File: config.mk
export PLATFORM = sky130hd
export DESIGN_NAME = leds_driver_flat
export DESIGN_NICKNAME = d
export VERILOG_FILES = /design/src/rtl/leds_pkg.sv /design/src/rtl/leds_driver_if.sv /design/src/rtl/leds_driver_tick_divider.sv /design/src/rtl/leds_driver.sv /design/src/flat_wrapper.sv
export SDC_FILE = /design/constraint.sdc
export NUM_CORES = 1
export LEC_CHECK = 0
export CAP_MARGIN = 20
export CORE_MARGIN = 8
export CORE_UTILIZATION = 30
export CTS_BUF_LIST = sky130_fd_sc_hd__clkbuf_8
export DETAILED_ROUTE_END_ITERATION = 10
export SLEW_MARGIN = 20
export SYNTH_ARGS = -nofsm -noshare
export SYNTH_HDL_FRONTEND = slang
export SYNTH_SLANG_ARGS = --single-unit
File: constraint.sdc
create_clock -name clk -period 1.6 [get_ports clk]
set_input_delay 0.16 -clock clk [delete_from_list [all_inputs] [get_ports clk]]
set_output_delay 0.16 -clock clk [all_outputs]
set_load 0.005 [all_outputs]
File: src/rtl/leds_pkg.sv
// Shared types and constants for the LED PWM driver.
package leds_pkg;
  localparam int unsigned PWM_WIDTH = 8;
  localparam int unsigned NUM_LEDS  = 4;

  typedef logic [PWM_WIDTH-1:0] brightness_t;

  typedef enum logic {
    BLINK_ON  = 1'b0,
    BLINK_OFF = 1'b1
  } blink_state_t;
endpackage

File: src/rtl/leds_driver_if.sv
// Control/pin bundle between the LED bus-interface stage (master) and the PWM driver (slave).
interface leds_driver_if;
  import leds_pkg::*;

  logic        ctrl_en;
  logic        ctrl_led0;
  logic        ctrl_led1;
  logic        ctrl_led2;
  logic        ctrl_led3;
  brightness_t brightness;
  logic        blink_en;
  logic        led0;
  logic        led1;
  logic        led2;
  logic        led3;
  logic        period_start;

  modport master (
    output ctrl_en, ctrl_led0, ctrl_led1, ctrl_led2, ctrl_led3, brightness, blink_en,
    input  led0, led1, led2, led3, period_start
  );

  modport slave (
    input  ctrl_en, ctrl_led0, ctrl_led1, ctrl_led2, ctrl_led3, brightness, blink_en,
    output led0, led1, led2, led3, period_start
  );
endinterface

File: src/rtl/leds_driver_tick_divider.sv
// Prescaler: counts 0..DIV-1 and flags the cycle holding DIV-1; clr holds it at 0.
module tick_divider #(
  parameter int unsigned DIV = 4
) (
  input  logic clk,
  input  logic rst,
  input  logic clr,
  output logic tick
);
  localparam int unsigned CW = (DIV > 1) ? $clog2(DIV) : 1;
  localparam logic [CW-1:0] LAST = CW'(DIV - 1);

  logic [CW-1:0] cnt_q, cnt_d;

  always_comb begin
    tick  = !clr && (cnt_q == LAST);
    cnt_d = cnt_q + CW'(1);
    if (clr || tick) cnt_d = '0;
  end

  always_ff @(posedge clk or posedge rst) begin
    if (rst) cnt_q <= '0;
    else     cnt_q <= cnt_d;
  end
endmodule

File: src/rtl/leds_driver.sv
// Four-channel PWM LED driver with period-aligned duty latching and optional blinking.
// Blink FSM is built only when LEDS_BLINK_EN is defined; otherwise the phase is always ON.
module leds_driver
  import leds_pkg::*;
#(
  parameter int unsigned PRESCALE      = 4,
  parameter int unsigned BLINK_PERIODS = 64,
  parameter int unsigned ACTIVE_LOW    = 0
) (
  input  logic          clk,
  input  logic          rst,
  leds_driver_if.slave  bus
);
  localparam logic DARK = (ACTIVE_LOW != 0);

  logic                tick;
  logic                presc_clr;
  brightness_t         pwm_cnt_q, pwm_cnt_d;
  brightness_t         duty_q, duty_d;
  logic                first_q, first_d;
  logic                period_start_q, period_start_d;
  logic [NUM_LEDS-1:0] led_q, led_d;
  logic [NUM_LEDS-1:0] ctrl_led;
  logic                boundary, wrap, phase_on;

  assign presc_clr = !bus.ctrl_en;
  assign ctrl_led  = {bus.ctrl_led3, bus.ctrl_led2, bus.ctrl_led1, bus.ctrl_led0};

  tick_divider #(.DIV(PRESCALE)) u_presc (
    .clk  (clk),
    .rst  (rst),
    .clr  (presc_clr),
    .tick (tick)
  );

  // first_q marks "enabled but no tick yet": the first tick opens a period
  // at step 0 instead of advancing the counter, so that period is full length.
  always_comb begin
    boundary       = tick && (first_q || (pwm_cnt_q == '1));
    wrap           = tick && !first_q && (pwm_cnt_q == '1);
    pwm_cnt_d      = pwm_cnt_q;
    first_d        = first_q;
    duty_d         = duty_q;
    period_start_d = boundary;
    if (!bus.ctrl_en) begin
      pwm_cnt_d = '0;
      first_d   = 1'b1;
    end else if (tick) begin
      first_d = 1'b0;
      if (!first_q) pwm_cnt_d = pwm_cnt_q + 1'b1;
    end
    if (boundary) duty_d = bus.brightness;
    for (int unsigned i = 0; i < NUM_LEDS; i++) begin
      led_d[i] = DARK ^ (bus.ctrl_en && ctrl_led[i] && !first_q &&
                         (pwm_cnt_q < duty_q) && phase_on);
    end
  end

  always_ff @(posedge clk or posedge rst) begin
    if (rst) begin
      pwm_cnt_q      <= '0;
      duty_q         <= '0;
      first_q        <= 1'b1;
      period_start_q <= 1'b0;
      led_q          <= {NUM_LEDS{DARK}};
    end else begin
      pwm_cnt_q      <= pwm_cnt_d;
      duty_q         <= duty_d;
      first_q        <= first_d;
      period_start_q <= period_start_d;
      led_q          <= led_d;
    end
  end

`ifdef LEDS_BLINK_EN
  localparam int unsigned BCW = (BLINK_PERIODS > 1) ? $clog2(BLINK_PERIODS) : 1;
  localparam logic [BCW-1:0] BLINK_LAST = BCW'(BLINK_PERIODS - 1);

  blink_state_t   blink_state_q;
  logic [BCW-1:0] blink_cnt_q;

  // Phase advances only on true period wraps, never on the opening tick.
  always_ff @(posedge clk or posedge rst) begin
    if (rst) begin
      blink_state_q <= BLINK_ON;
      blink_cnt_q   <= '0;
    end else if (!bus.ctrl_en || !bus.blink_en) begin
      blink_state_q <= BLINK_ON;
      blink_cnt_q   <= '0;
    end else if (wrap) begin
      if (blink_cnt_q == BLINK_LAST) begin
        blink_cnt_q <= '0;
        case (blink_state_q)
          BLINK_ON:  blink_state_q <= BLINK_OFF;
          BLINK_OFF: blink_state_q <= BLINK_ON;
          default:   blink_state_q <= BLINK_ON;
        endcase
      end else begin
        blink_cnt_q <= blink_cnt_q + 1'b1;
      end
    end
  end

  assign phase_on = (blink_state_q == BLINK_ON);
`else
  logic unused_blink;
  assign unused_blink = bus.blink_en | wrap | (BLINK_PERIODS == 0);
  assign phase_on     = 1'b1;
`endif

  assign bus.led0         = led_q[0];
  assign bus.led1         = led_q[1];
  assign bus.led2         = led_q[2];
  assign bus.led3         = led_q[3];
  assign bus.period_start = period_start_q;
endmodule
File: src/flat_wrapper.sv
// flat-port wrapper written by rule: the top's interface ports become plain ports
module leds_driver_flat import leds_pkg::*;
#(
  parameter int unsigned PRESCALE      = 4,
  parameter int unsigned BLINK_PERIODS = 64,
  parameter int unsigned ACTIVE_LOW    = 0
)
  (clk, rst, bus_ctrl_en, bus_ctrl_led0, bus_ctrl_led1, bus_ctrl_led2, bus_ctrl_led3, bus_brightness, bus_blink_en, bus_led0, bus_led1, bus_led2, bus_led3, bus_period_start);
  leds_driver_if bus_i ();
  input  logic clk;
  input  logic rst;
  input wire logic [$bits(bus_i.ctrl_en)-1:0] bus_ctrl_en;
  input wire logic [$bits(bus_i.ctrl_led0)-1:0] bus_ctrl_led0;
  input wire logic [$bits(bus_i.ctrl_led1)-1:0] bus_ctrl_led1;
  input wire logic [$bits(bus_i.ctrl_led2)-1:0] bus_ctrl_led2;
  input wire logic [$bits(bus_i.ctrl_led3)-1:0] bus_ctrl_led3;
  input wire logic [$bits(bus_i.brightness)-1:0] bus_brightness;
  input wire logic [$bits(bus_i.blink_en)-1:0] bus_blink_en;
  output wire logic [$bits(bus_i.led0)-1:0] bus_led0;
  output wire logic [$bits(bus_i.led1)-1:0] bus_led1;
  output wire logic [$bits(bus_i.led2)-1:0] bus_led2;
  output wire logic [$bits(bus_i.led3)-1:0] bus_led3;
  output wire logic [$bits(bus_i.period_start)-1:0] bus_period_start;
  assign bus_i.ctrl_en = bus_ctrl_en;
  assign bus_i.ctrl_led0 = bus_ctrl_led0;
  assign bus_i.ctrl_led1 = bus_ctrl_led1;
  assign bus_i.ctrl_led2 = bus_ctrl_led2;
  assign bus_i.ctrl_led3 = bus_ctrl_led3;
  assign bus_i.brightness = bus_brightness;
  assign bus_i.blink_en = bus_blink_en;
  assign bus_led0 = bus_i.led0;
  assign bus_led1 = bus_i.led1;
  assign bus_led2 = bus_i.led2;
  assign bus_led3 = bus_i.led3;
  assign bus_period_start = bus_i.period_start;
  leds_driver #(.PRESCALE(PRESCALE), .BLINK_PERIODS(BLINK_PERIODS), .ACTIVE_LOW(ACTIVE_LOW)) u_core (.clk(clk), .rst(rst), .bus(bus_i));
endmodule
Word-level counts from Yosys, hierarchy flattened
Cells that the tools add are included.
{"block": "word_totals", "regBits": 24, "in_bits": 16, "out_inout_bits": 5, "wordCells": 38}
{"block": "classes", "addsub": 2, "magnitude_cmp": 1, "n_eq_ne": 4, "mux": 6, "reduce_logical": 19}
{"op": "2-to-1 mux 8 bit", "n": 3}
{"op": "logical AND 1 bit", "n": 14}
{"op": "adder 8 x 1 -> 8 bit, second input constant", "n": 1}
{"op": "== test 8 bit, second input constant", "n": 1}
{"op": "< comparator 8 bit", "n": 1}
{"op": "adder 2 x 1 -> 2 bit, second input constant", "n": 1}
{"op": "== test 2 bit, second input constant", "n": 1}
{"op": "logical NOT 1 bit", "n": 2}
{"op": "logical OR 1 bit", "n": 2}
{"op": "2-to-1 mux 1 bit", "n": 2}
{"op": "2-to-1 mux 2 bit", "n": 1}
{"op": "!= test 2 x 1 -> 1 bit, second input constant", "n": 1}
{"op": "!= test 2 bit, second input constant", "n": 1}
{"op": "AND reduction 2 bit", "n": 1}

Logic depth before layout (Yosys ltp)
Gate-level depths: netlist (run 1).
{"block": "logic_depth", "word_depth": 4, "ltp_mapped": 6, "depth_no_buf": 6}

Hierarchy
From an unflattened synthesis (run 1), not the netlist that was laid out.
{"block": "hier_totals", "cells_unflattened": 110, "area_unflattened_um2": 1223.7}
{"mod": "leds_driver", "instances": 1, "cells_each": 103, "area_each_um2": 1133.6, "seq_area_each_um2": 551.8}
{"mod": "tick_divider", "instances": 1, "cells_each": 7, "area_each_um2": 90.1, "seq_area_each_um2": 50.0}

Worst setup path before layout (run 1)
OpenSTA, ideal clock, no wires.
{"block": "synth_timing", "path_kind": "register to register", "start": "register u_core.pwm_cnt_q[2]", "end": "register u_core.led_q[0]", "setup_time_ns": 0.066, "arrival_time_ns": 1.474, "t_required_ns": 1.534, "setup_slack_ns": 0.059, "path_stages_with_launch": 6, "n_path_buf": 0, "synth_period_minus_slack_ns": 1.541, "path_cell_list": "dfrtp_1 -> ha_1 -> a211oi_1 -> o21ai_0 -> a211oi_1 -> and2_1"}
{"block": "synth_via", "elab_chain_cells": 2}
{"item": "from (decl)", "line_no": "leds_driver.sv:18", "text": "brightness_t pwm_cnt_q, pwm_cnt_d;"}
{"item": "from (signal assigned)", "line_no": "leds_driver.sv:67", "text": "pwm_cnt_q <= pwm_cnt_d;"}
{"item": "< comparator 8 bit", "line_no": "leds_driver.sv:55", "text": "(pwm_cnt_q < duty_q) && phase_on);"}
{"item": "logical AND 1 bit", "line_no": "leds_driver.sv:54", "text": "led_d[i] = DARK ^ (bus.ctrl_en && ctrl_led[i] && !first_q &&"}
{"item": "net u_core.led_d[0]", "line_no": "leds_driver.sv:22", "text": "logic [NUM_LEDS-1:0] led_q, led_d;"}
{"item": "to (signal assigned)", "line_no": "leds_driver.sv:65", "text": "led_q <= {NUM_LEDS{DARK}};"}
{"item": "to (signal assigned)", "line_no": "leds_driver.sv:71", "text": "led_q <= led_d;"}
{"item": "to (decl)", "line_no": "leds_driver.sv:22"}
The timed path passes the listed nets, and every way through them passes these cells.
A chain may end at the register's enable or synchronous reset.

Worst setup path in the final report (run 1)
{"block": "layout_timing", "start": "register u_core.pwm_cnt_q[1]", "end": "register u_core.duty_q[5]"}
{"block": "layout_via", "elab_chain_cells": 3}
{"item": "== test 8 bit", "line_no": "leds_driver.sv:39", "text": "boundary = tick && (first_q || (pwm_cnt_q == '1));"}
{"item": "logical OR 1 bit", "line_no": "leds_driver.sv:39"}
{"item": "logical AND 1 bit", "line_no": "leds_driver.sv:39"}
{"item": "to (signal assigned)", "line_no": "leds_driver.sv:68", "text": "duty_q <= duty_d;"}
{"item": "to (decl)", "line_no": "leds_driver.sv:19", "text": "brightness_t duty_q, duty_d;"}
Every way passes these cells.

==> results.yml, run 1 <==
status:
  outcome: "completed"
route:
  wire_per_inst_um: 13.1
  viasPerCell: 4.53
  vias: 843
  ant_nets: 0
  drc: 0
  first_pass_iters: 4
  initialDrtViolationCount: 32
  routed_wl_mm: 2.43
finish:
  stdcell_count: 186
  antenna_cells: 0
  fin_util_pct: 44.6
  drive_gt1_share_pct: 26.8
  syn2layout_area_growth_pct: 41.1
  layout.nets: 164
critical_path:
  cp_max_fo: 9
  ff2ff_setup_slack_ns: 0.02
  ff2ff_path_depth: 6
  cp.arrival_ns: 1.73
  worstSetupStartpointType: "register"
  setup.worst_path.end_class: "register"
  critPathKind: "register to register"
  r2r-end: "u_core.duty_q[5]"
  r2r-start: "u_core.pwm_cnt_q[1]"
  cp_data_required_time_ns: 1.76
  startpoint: "u_core.pwm_cnt_q[1]"
grt:
  grt_pass1_vias: 908
  grt-ovfl-total: 0
  grt_pass1_wl_mm: 3.98
  grtUsageTotal_pct: 8.03
  antenna_found_initial: 0
  grt_max_degree: 16
floorplan:
  die_area_um2: 6170
  ios: 21
  die_w_um: 78.6
  die_height_um: 78.6
  coreArea_um2: 3720
  rows: 22
  initial_core_util_pct: 31.6
yosys:
  synth_cell_types: 27
  ys.flop_type: "dfrtp_1"
  synth_fa_ha_area_share_pct: 9.58
  async_flop_share_pct: 100
  ys_warn_count: 0
  netlist_instances: 104
  yosysSeqAreaShare_pct: 51.2
  ys_ff_latch: 24
  synthTopCellsByArea: "dfrtp_1 (49%), ha_1 (9.6%), mux2_2 (7.7%), and2_1 (5.9%), xnor2_1 (3.0%)"
  syn_nets: 129
  yosys.area_share.simple_pct: 16.4
  syn-cell-area_um2: 1170
  yosys-top-cells-count: "dfrtp_1 (23), and2_1 (11), ha_1 (9), inv_1 (9)"
  synth_compound_area_share_pct: 5.75
  yosys.area.top_type_share_pct: 49.0
  muxShareOfSynthArea_pct: 7.67
  syn_avg_cell_area_um2: 11.3
  synth-xor-area-share_pct: 5.22
  synth_most_common_cell: "dfrtp_1"
  yosysTopAreaCell: "dfrtp_1"
  synth_top_family_by_area: "simple AND/OR/NAND/NOR gates"
  synth-edff-count: 0
clocking:
  worstSkewPairLatency_ns: 0.26
  cts_tree: "built"
  cts_buffers: 3
  clkSlewWorstSetupHoldPaths_ns: 0.08
  cts_hold_buffers: 0
  clk_path_buf_depth: 2
  cts.htree.levels: 1
  clock_sinks: 24
  cts_root_buf: "clkbuf_8"
power:
  p_leak_nw: 0.787
  ir_drop_mv: 0.530
  powerDensity_nw_per_um2: 1060
run:
  maxCapViolations: 0
placement:
  place_inst: 178
  hpwl_mm: 1.73
  gp_congestion: 0.819
  port_buffers: 19
sta:
  max_slew.worst_pin.slew_ns: 0.298
  setup_viol: 0
  fin_crit_ns: 1.58
  finalCritPeriodShare_pct: 98.5
  hold_viol: 0
  finalMaxSlewViolations: 0
  holdWs_ns: 0.196
  rsz0062_at_grt: "yes"
  slew_headroom_pct: 80.0
  clock_skew_ns: 0.00170
  fmax_mhz: 634
hold_path:
  hp-class: "input port to asynchronous set/reset pin"
-- logic make-up (layout without fill, tap and decap cells) --
family,after synthesis,after routing
compound gates,11,11
xor+xnor,7,7
fa+ha+maj,9,9
buf+inv,11,45
flops,24,24
mux,8,8
simple gates,34,34
-- flip-flops by register name (all words and copies together) (netlist names) --
name,cells
u_core.u_presc.cnt_q,2
u_core.bus.period_start,1
u_core.first_q,1
u_core.duty_q,8
u_core.led_q,4
u_core.pwm_cnt_q,8
-- report_power, final --
part	total (W)	switching [W]	internal, W
clock	0.000527	0.000193	0.000334
combinational	0.000447	0.000191	0.000256
sequential	0.000783	0.0000613	0.000721
-- worst max path at each step --
stage                     cells past startpoint                   to  slack, ns
after floorplan                               5      u_core.led_q[0]       0.06
after global placement                        7      u_core.led_q[0]     -0.002
after detailed placement                      7      u_core.led_q[1]      -0.02
after CTS                                     5     u_core.duty_q[3]       0.01
after global routing                          5  u_core.pwm_cnt_q[7]      -0.05
final                                         6     u_core.duty_q[5]       0.02
-- per-stage QoR --
stage | power (W) | worst slack [ns] | setup TNS [ns] | cell area (µm²)
floorplan | 0.00102 | 0.0594 | 0 | 1170
global placement | 0.00112 | -0.00180 | -0.00323 | 1490
detailed placement | 0.00115 | -0.0191 | -0.0559 | 1490
CTS | 0.00167 | 0.0120 | 0 | 1570
global route | 0.00187 | -0.0521 | -0.0670 | 1660
finish | 0.00176 | 0.0238 | 0 | 1660
-- area by class of cell --
type                    count  area (µm²)
multi-input cells          69         589
clock buffers               3        41.3
repair buffers             32         300
inverters                   9        33.8
well taps                  48        60.1
flip-flops and latches     24         603
fillers                   335        2060
clock inverters             1        30.0
-- timing repair --
item,CTS,global route
cloned,0,0
setup endpoints to repair,5,13
setup buffers,1,3
pin swaps,1,4
endpoints found under the hold margin,0,0
resized for setup,1,17
-- cells in the final DEF, fill, tap and decap left out, drive strengths merged --
cell type,count
a211oi,4
clkdlybuf4s50,19
xnor2,4
nor2b,2
buf,13
nor3b,1
dfrtp,23
nand2b,1
nand3,2
nand4,3
and2,11
nand3b,1
o21ai,4
xor2,3
and3,2
a21oi,2
mux2,8
nand2,8
nor3,1
bufinv,1
inv,9
ha,9
a21boi,1
nor2,1
and3b,1
dfstp,1
clkbuf,3
-- critical path, stage by stage, from the launching register on --
cell	delay [ns]
dfrtp_1	0.39
ha_2	0.20
nand3_2	0.08
o21ai_2	0.11
and3_1	0.20
buf_12	0.15
mux2_2	0.33
-- metal layers --
layer | wire length [µm] | GRT usage [%] | vias to the layer above | part of all wire (%)
met5 | 0 | 0 | - | 0
met4 | 41 | 3.33 | 0 | 1.7
met3 | 128 | 2.39 | 5 | 5.3
met2 | 1160 | 14.3 | 16 | 48
met1 | 1100 | 8.67 | 406 | 45
li1 | - | - | 416 | -
Note: power is estimated with default switching activity, not from simulation.
==> inputs of run 2 (changes only) <==
CTS_CLUSTER_DIAMETER = 150   (was default)
PLACE_DENSITY_LB_ADDON = 0.05   (was default)
clock period = 1.91 ns   (was 1.6 ns; I/O delays follow)
==> results.yml, run 2 (synthesized netlist as in run 1, its figures left out) <==
status:
  outcome: "completed"
power:
  power.total_w: 0.00124
  switching_power_w: 0.000330
  p_int_w: 0.000906
  ir_drop_mv: 0.375
  swShare_pct: 26.7
  clockPowerShare_pct: 24.5
  p_leak_nw: 0.708
  powerDensity_nw_per_um2: 834
  p_seq_share_pct: 52.4
  pwr-share-comb_pct: 23.2
sta:
  finalMaxSlewViolations: 0
  setup_tns_ns: 0
  rsz0062_at_grt: "no"
  hold_viol: 0
  finalCritPeriodShare_pct: 92.4
  slew_headroom_pct: 73.4
  max_slew.worst_pin.slew_ns: 0.398
  setup_viol: 0
  worst_slack_ns: 0.145
  clock_skew_ns: 0.00375
  fmax_mhz: 566
  fin_crit_ns: 1.77
floorplan:
  die_area_um2: 6170
  ios: 21
  coreArea_um2: 3720
  die_height_um: 78.6
  die_w_um: 78.6
  rows: 22
  initial_core_util_pct: 31.6
grt:
  grt_max_degree: 25
  antenna_found_initial: 0
  grtUsageTotal_pct: 7.87
  grt_pass1_wl_mm: 3.85
  grt-ovfl-total: 0
  grt_pass1_vias: 787
clocking:
  clkSlewWorstSetupHoldPaths_ns: 0.08
  cts_buffers: 3
  worstSkewPairLatency_ns: 0.27
  clk_path_buf_depth: 2
  cts_setup_buffers: 0
  cts_root_buf: "clkbuf_8"
  cts.htree.levels: 1
  clock_sinks: 24
  cts_tree: "built"
placement:
  place_inst: 172
  port_buffers: 19
  hpwl_mm: 1.71
  post-place-ws_ns: 0.103
  gp_congestion: 0.777
route:
  first_pass_iters: 4
  drc: 0
  vias: 796
  routed_wl_mm: 2.25
  viasPerCell: 4.52
  wire_per_inst_um: 12.8
  ant_nets: 0
  initialDrtViolationCount: 14
critical_path:
  cp_data_required_time_ns: 2.07
  critPathKind: "register to register"
  setup.worst_path.end_class: "register"
  crit_family: "simple AND/OR/NAND/NOR gates"
  worstSetupStartpointType: "register"
  crit_buf_inv: 0
  cp_max_fo: 9
  cp.arrival_ns: 1.92
  cp_slowest_cell: "dfrtp_1"
  slowest_delay_ns: 0.43
  worstPathCellList: "ha_1 -> nand3_1 -> o21ai_1 -> and3_1 -> mux2_2"
hold_path:
  hp-class: "input port to asynchronous set/reset pin"
finish:
  seq_area_um2: 602
  syn2layout_area_growth_pct: 26.2
  final_cell_mix: "dfrtp_1 (23), clkdlybuf4s50_1 (19), and2_1 (11), inv_1 (10), ha_1 (9)"
  antenna_cells: 0
  drive_gt1_share_pct: 13.3
  multi_input_area_um2: 529
  stdcell_count: 176
  final_common_cell: "dfrtp_1"
  top_regs: "u_core.duty_q (8), u_core.pwm_cnt_q (8), u_core.led_q (4)"
  layout.nets: 154
  nFillCells: 374
run:
  maxCapViolations: 0
[run 2: worst reg2reg max path, stage by stage, from the launching register on]
cell	delay [ns]
dfrtp_1	0.43
ha_1	0.24
nand3_1	0.09
o21ai_1	0.10
and3_1	0.41
mux2_2	0.39
[run 2: cell type report]
| type | count | area share (%) |
|---|---|---|
| clock inverters | 1 | 0.253 |
| flip-flops and latches | 24 | 40.6 |
| multi-input cells | 69 | 35.7 |
| inverters | 9 | 2.28 |
| clock buffers | 3 | 2.78 |
| repair buffers | 22 | 14.3 |
| well taps | 48 | 4.05 |
[run 2: power groups by stage]
stage | clock network (W) | logic [W] | registers (W)
global placement | 0 | 0.000277 | 0.000659
global route | 0.000336 | 0.000332 | 0.000663
detailed placement | 0 | 0.000285 | 0.000661
CTS | 0.000319 | 0.000290 | 0.000650
floorplan | 0 | 0.000209 | 0.000646
finish | 0.000302 | 0.000287 | 0.000647
[run 2: what timing repair did]
action | CTS | global route
hold endpoints to repair | 0 | 0
gates resized for setup | 0 | 1
endpoints found under the setup margin | 0 | 4
hold buffers | 0 | 0
[run 2: path summary, 6_finish.rpt]
check	startpoint	end	slack, ns	cells after the start
worst min register to register	u_core.u_presc.cnt_q[0]	u_core.u_presc.cnt_q[0]	0.44	1
worst min-delay path	rst	u_core.led_q[3]	0.28	3
min in group clk	u_core.u_presc.cnt_q[0]	u_core.u_presc.cnt_q[0]	0.44	1
worst max-delay path	u_core.pwm_cnt_q[0]	u_core.duty_q[6]	0.14	5
worst max register to register	u_core.pwm_cnt_q[0]	u_core.duty_q[6]	0.14	5
max in group asynchronous	rst	u_core.first_q	1.34	3
[run 2: per-stage QoR]
step	hold slack (ns)	util, %	cell area, µm²
6_report	0.278	39.9	1480
5_1_grt	0.315	39.9	1480
4_1_cts	0.293	39.8	1480
3_5_place_dp	0.437	38.6	1430
3_3_place_gp	0.426	38.6	1430
2_1_floorplan	0.205	-	1170
[run 2: metal layers]
| metal | track usage, % | share of wire, % | up-vias |
|---|---|---|---|
| li1 | - | - | 399 |
| met1 | 9.70 | 46 | 378 |
| met2 | 12.0 | 47 | 14 |
| met3 | 2.28 | 4.4 | 5 |
| met4 | 4.44 | 2.3 | 0 |
| met5 | 0 | 0 | - |
==> inputs of run 3 (changes only) <==
CORE_MARGIN = 5   (was 8)
CORE_UTILIZATION = 57   (was 30)
==> results.yml, run 3 (synthesized netlist as in run 1, its figures left out) <==
status:
  outcome: "completed"
placement:
  port_buffers: 19
  placed_cell_area_um2: 1410
  gp_congestion: 0.829
  hpwl_mm: 1.63
power:
  p_leak_nw: 0.716
  power.total_w: 0.00130
  ir_drop_mv: 0.802
  powerDensity_nw_per_um2: 882
route:
  viasPerCell: 5.42
  initialDrtViolationCount: 13
  vias: 845
  first_pass_iters: 4
  ant_nets: 0
  drc: 0
  routed_wl_mm: 2.27
  wire_per_inst_um: 14.6
clocking:
  cts_root_buf: "clkbuf_8"
  clock_sinks: 24
  cts.htree.levels: 1
  clkSlewWorstSetupHoldPaths_ns: 0.08
  worstSkewPairLatency_ns: 0.27
  clk_path_buf_depth: 2
  cts_buffers: 3
  cts_tree: "built"
  cts_hold_buffers: 0
finish:
  antenna_cells: 0
  fin_util_pct: 75.1
  layout.nets: 155
  top_regs: "u_core.duty_q (8), u_core.pwm_cnt_q (8), u_core.led_q (4)"
  final_common_cell: "dfrtp_1"
  design_area_um2: 1470
  nFillCells: 152
  drive_gt1_share_pct: 14.7
  syn2layout_area_growth_pct: 25.5
  final_cell_mix: "dfrtp_1 (23), clkdlybuf4s50_1 (19), and2_1 (11), inv_1 (9), ha_1 (9)"
sta:
  holdWs_ns: 0.254
  rsz0062_at_grt: "no"
  fin_crit_ns: 1.73
  clock_skew_ns: 0.00340
  max_slew.worst_pin.slew_ns: 0.428
  finalMaxSlewViolations: 0
  setup_tns_ns: 0
  slew_headroom_pct: 71.4
  fmax_mhz: 577
  finalCritPeriodShare_pct: 90.7
  setup_viol: 0
  hold_viol: 0
critical_path:
  critPathKind: "register to register"
  cp_data_required_time_ns: 2.06
  cp.depth: 5
  r2r-start: "u_core.pwm_cnt_q[0]"
  crit_buf_inv: 0
  endpoint: "u_core.duty_q[3]"
  ff2ff_path_depth: 5
  worstSetupStartpointType: "register"
  cp_slowest_cell: "and3_1"
  cp.arrival_ns: 1.89
  r2r-end: "u_core.duty_q[3]"
  cp_max_fo: 9
  worstPathCellList: "ha_1 -> nand3_1 -> o21ai_1 -> and3_1 -> mux2_2"
  crit_family: "simple AND/OR/NAND/NOR gates"
  setup.worst_path.end_class: "register"
  startpoint: "u_core.pwm_cnt_q[0]"
  ff2ff_setup_slack_ns: 0.18
  slowest_delay_ns: 0.44
grt:
  grtUsageTotal_pct: 16.8
  antenna_found_initial: 0
  grt-ovfl-total: 0
  grt_pass1_vias: 946
  grt_max_degree: 25
  grt_pass1_wl_mm: 4.05
floorplan:
  die_w_um: 55.4
  ios: 21
  initial_core_util_pct: 59.9
  die_height_um: 55.4
  die_area_um2: 3070
  rows: 16
  coreArea_um2: 1960
hold_path:
  hp-class: "input port to asynchronous set/reset pin"
run:
  maxCapViolations: 0
-- run 3: cell count changes in the layout (fill, tap and decap cells not counted) --
cell / before / now
buf_4: 3 / 4
inv_1: 10 / 9
clkbuf_8: 3 / 4
-- run 3: worst min-delay path by stage --
| stage | startpoint | to | cells after the start |
|---|---|---|---|
| 3_3_place_gp | u_core.u_presc.cnt_q[0] | u_core.u_presc.cnt_q[0] | 1 |
| 5_1_grt | rst | u_core.led_q[2] | 3 |
| 2_1_floorplan | rst | u_core.bus.period_start | 1 |
| 4_1_cts | rst | u_core.led_q[2] | 3 |
| 6_report | rst | u_core.pwm_cnt_q[5] | 3 |
| 3_5_place_dp | u_core.u_presc.cnt_q[0] | u_core.u_presc.cnt_q[0] | 1 |
-- run 3: metal layers --
layer | wire length, µm | track usage [%]
met5 | 0 | 0
met4 | 96 | 13.5
met1 | 894 | 18.2
met3 | 91 | 3.26
met2 | 1190 | 28.2
-- run 3: area by class of cell --
class                      instances  area, µm²  area share (%)
tap                               27       33.8            2.29
multi-input combinational         69        529            35.9
sequential                        24        602            40.8
timing repair buffer              23        220            14.9
inverter                           9       33.8            2.29
clock buffer                       4       55.1            3.74
-- run 3: where the power goes --
part | total (W) | switching, W | internal (W)
sequential | 0.000652 | 0.0000477 | 0.000604
clock | 0.000343 | 0.000159 | 0.000184
combinational | 0.000306 | 0.000144 | 0.000162
-- run 3: worst min-delay path, stage by stage --
cell and delay [ns]:
clkdlybuf4s50_1 0.39, inv_1 0.05, buf_4 0.29
-- run 3: repair_timing --
action,CTS,global route
setup endpoints to repair,0,3
resized for setup,0,1
endpoints found under the hold margin,0,0
setup buffers,0,0
-- run 3: stage by stage --
| stage | cells | setup slack, ns |
|---|---|---|
| 2_1_floorplan | 104 | 0.369 |
| 3_3_place_gp | 152 | 0.229 |
| 3_5_place_dp | 152 | 0.170 |
| 4_1_cts | 156 | 0.151 |
| 5_1_grt | 156 | 0.0841 |
| 6_report | 156 | 0.177 |
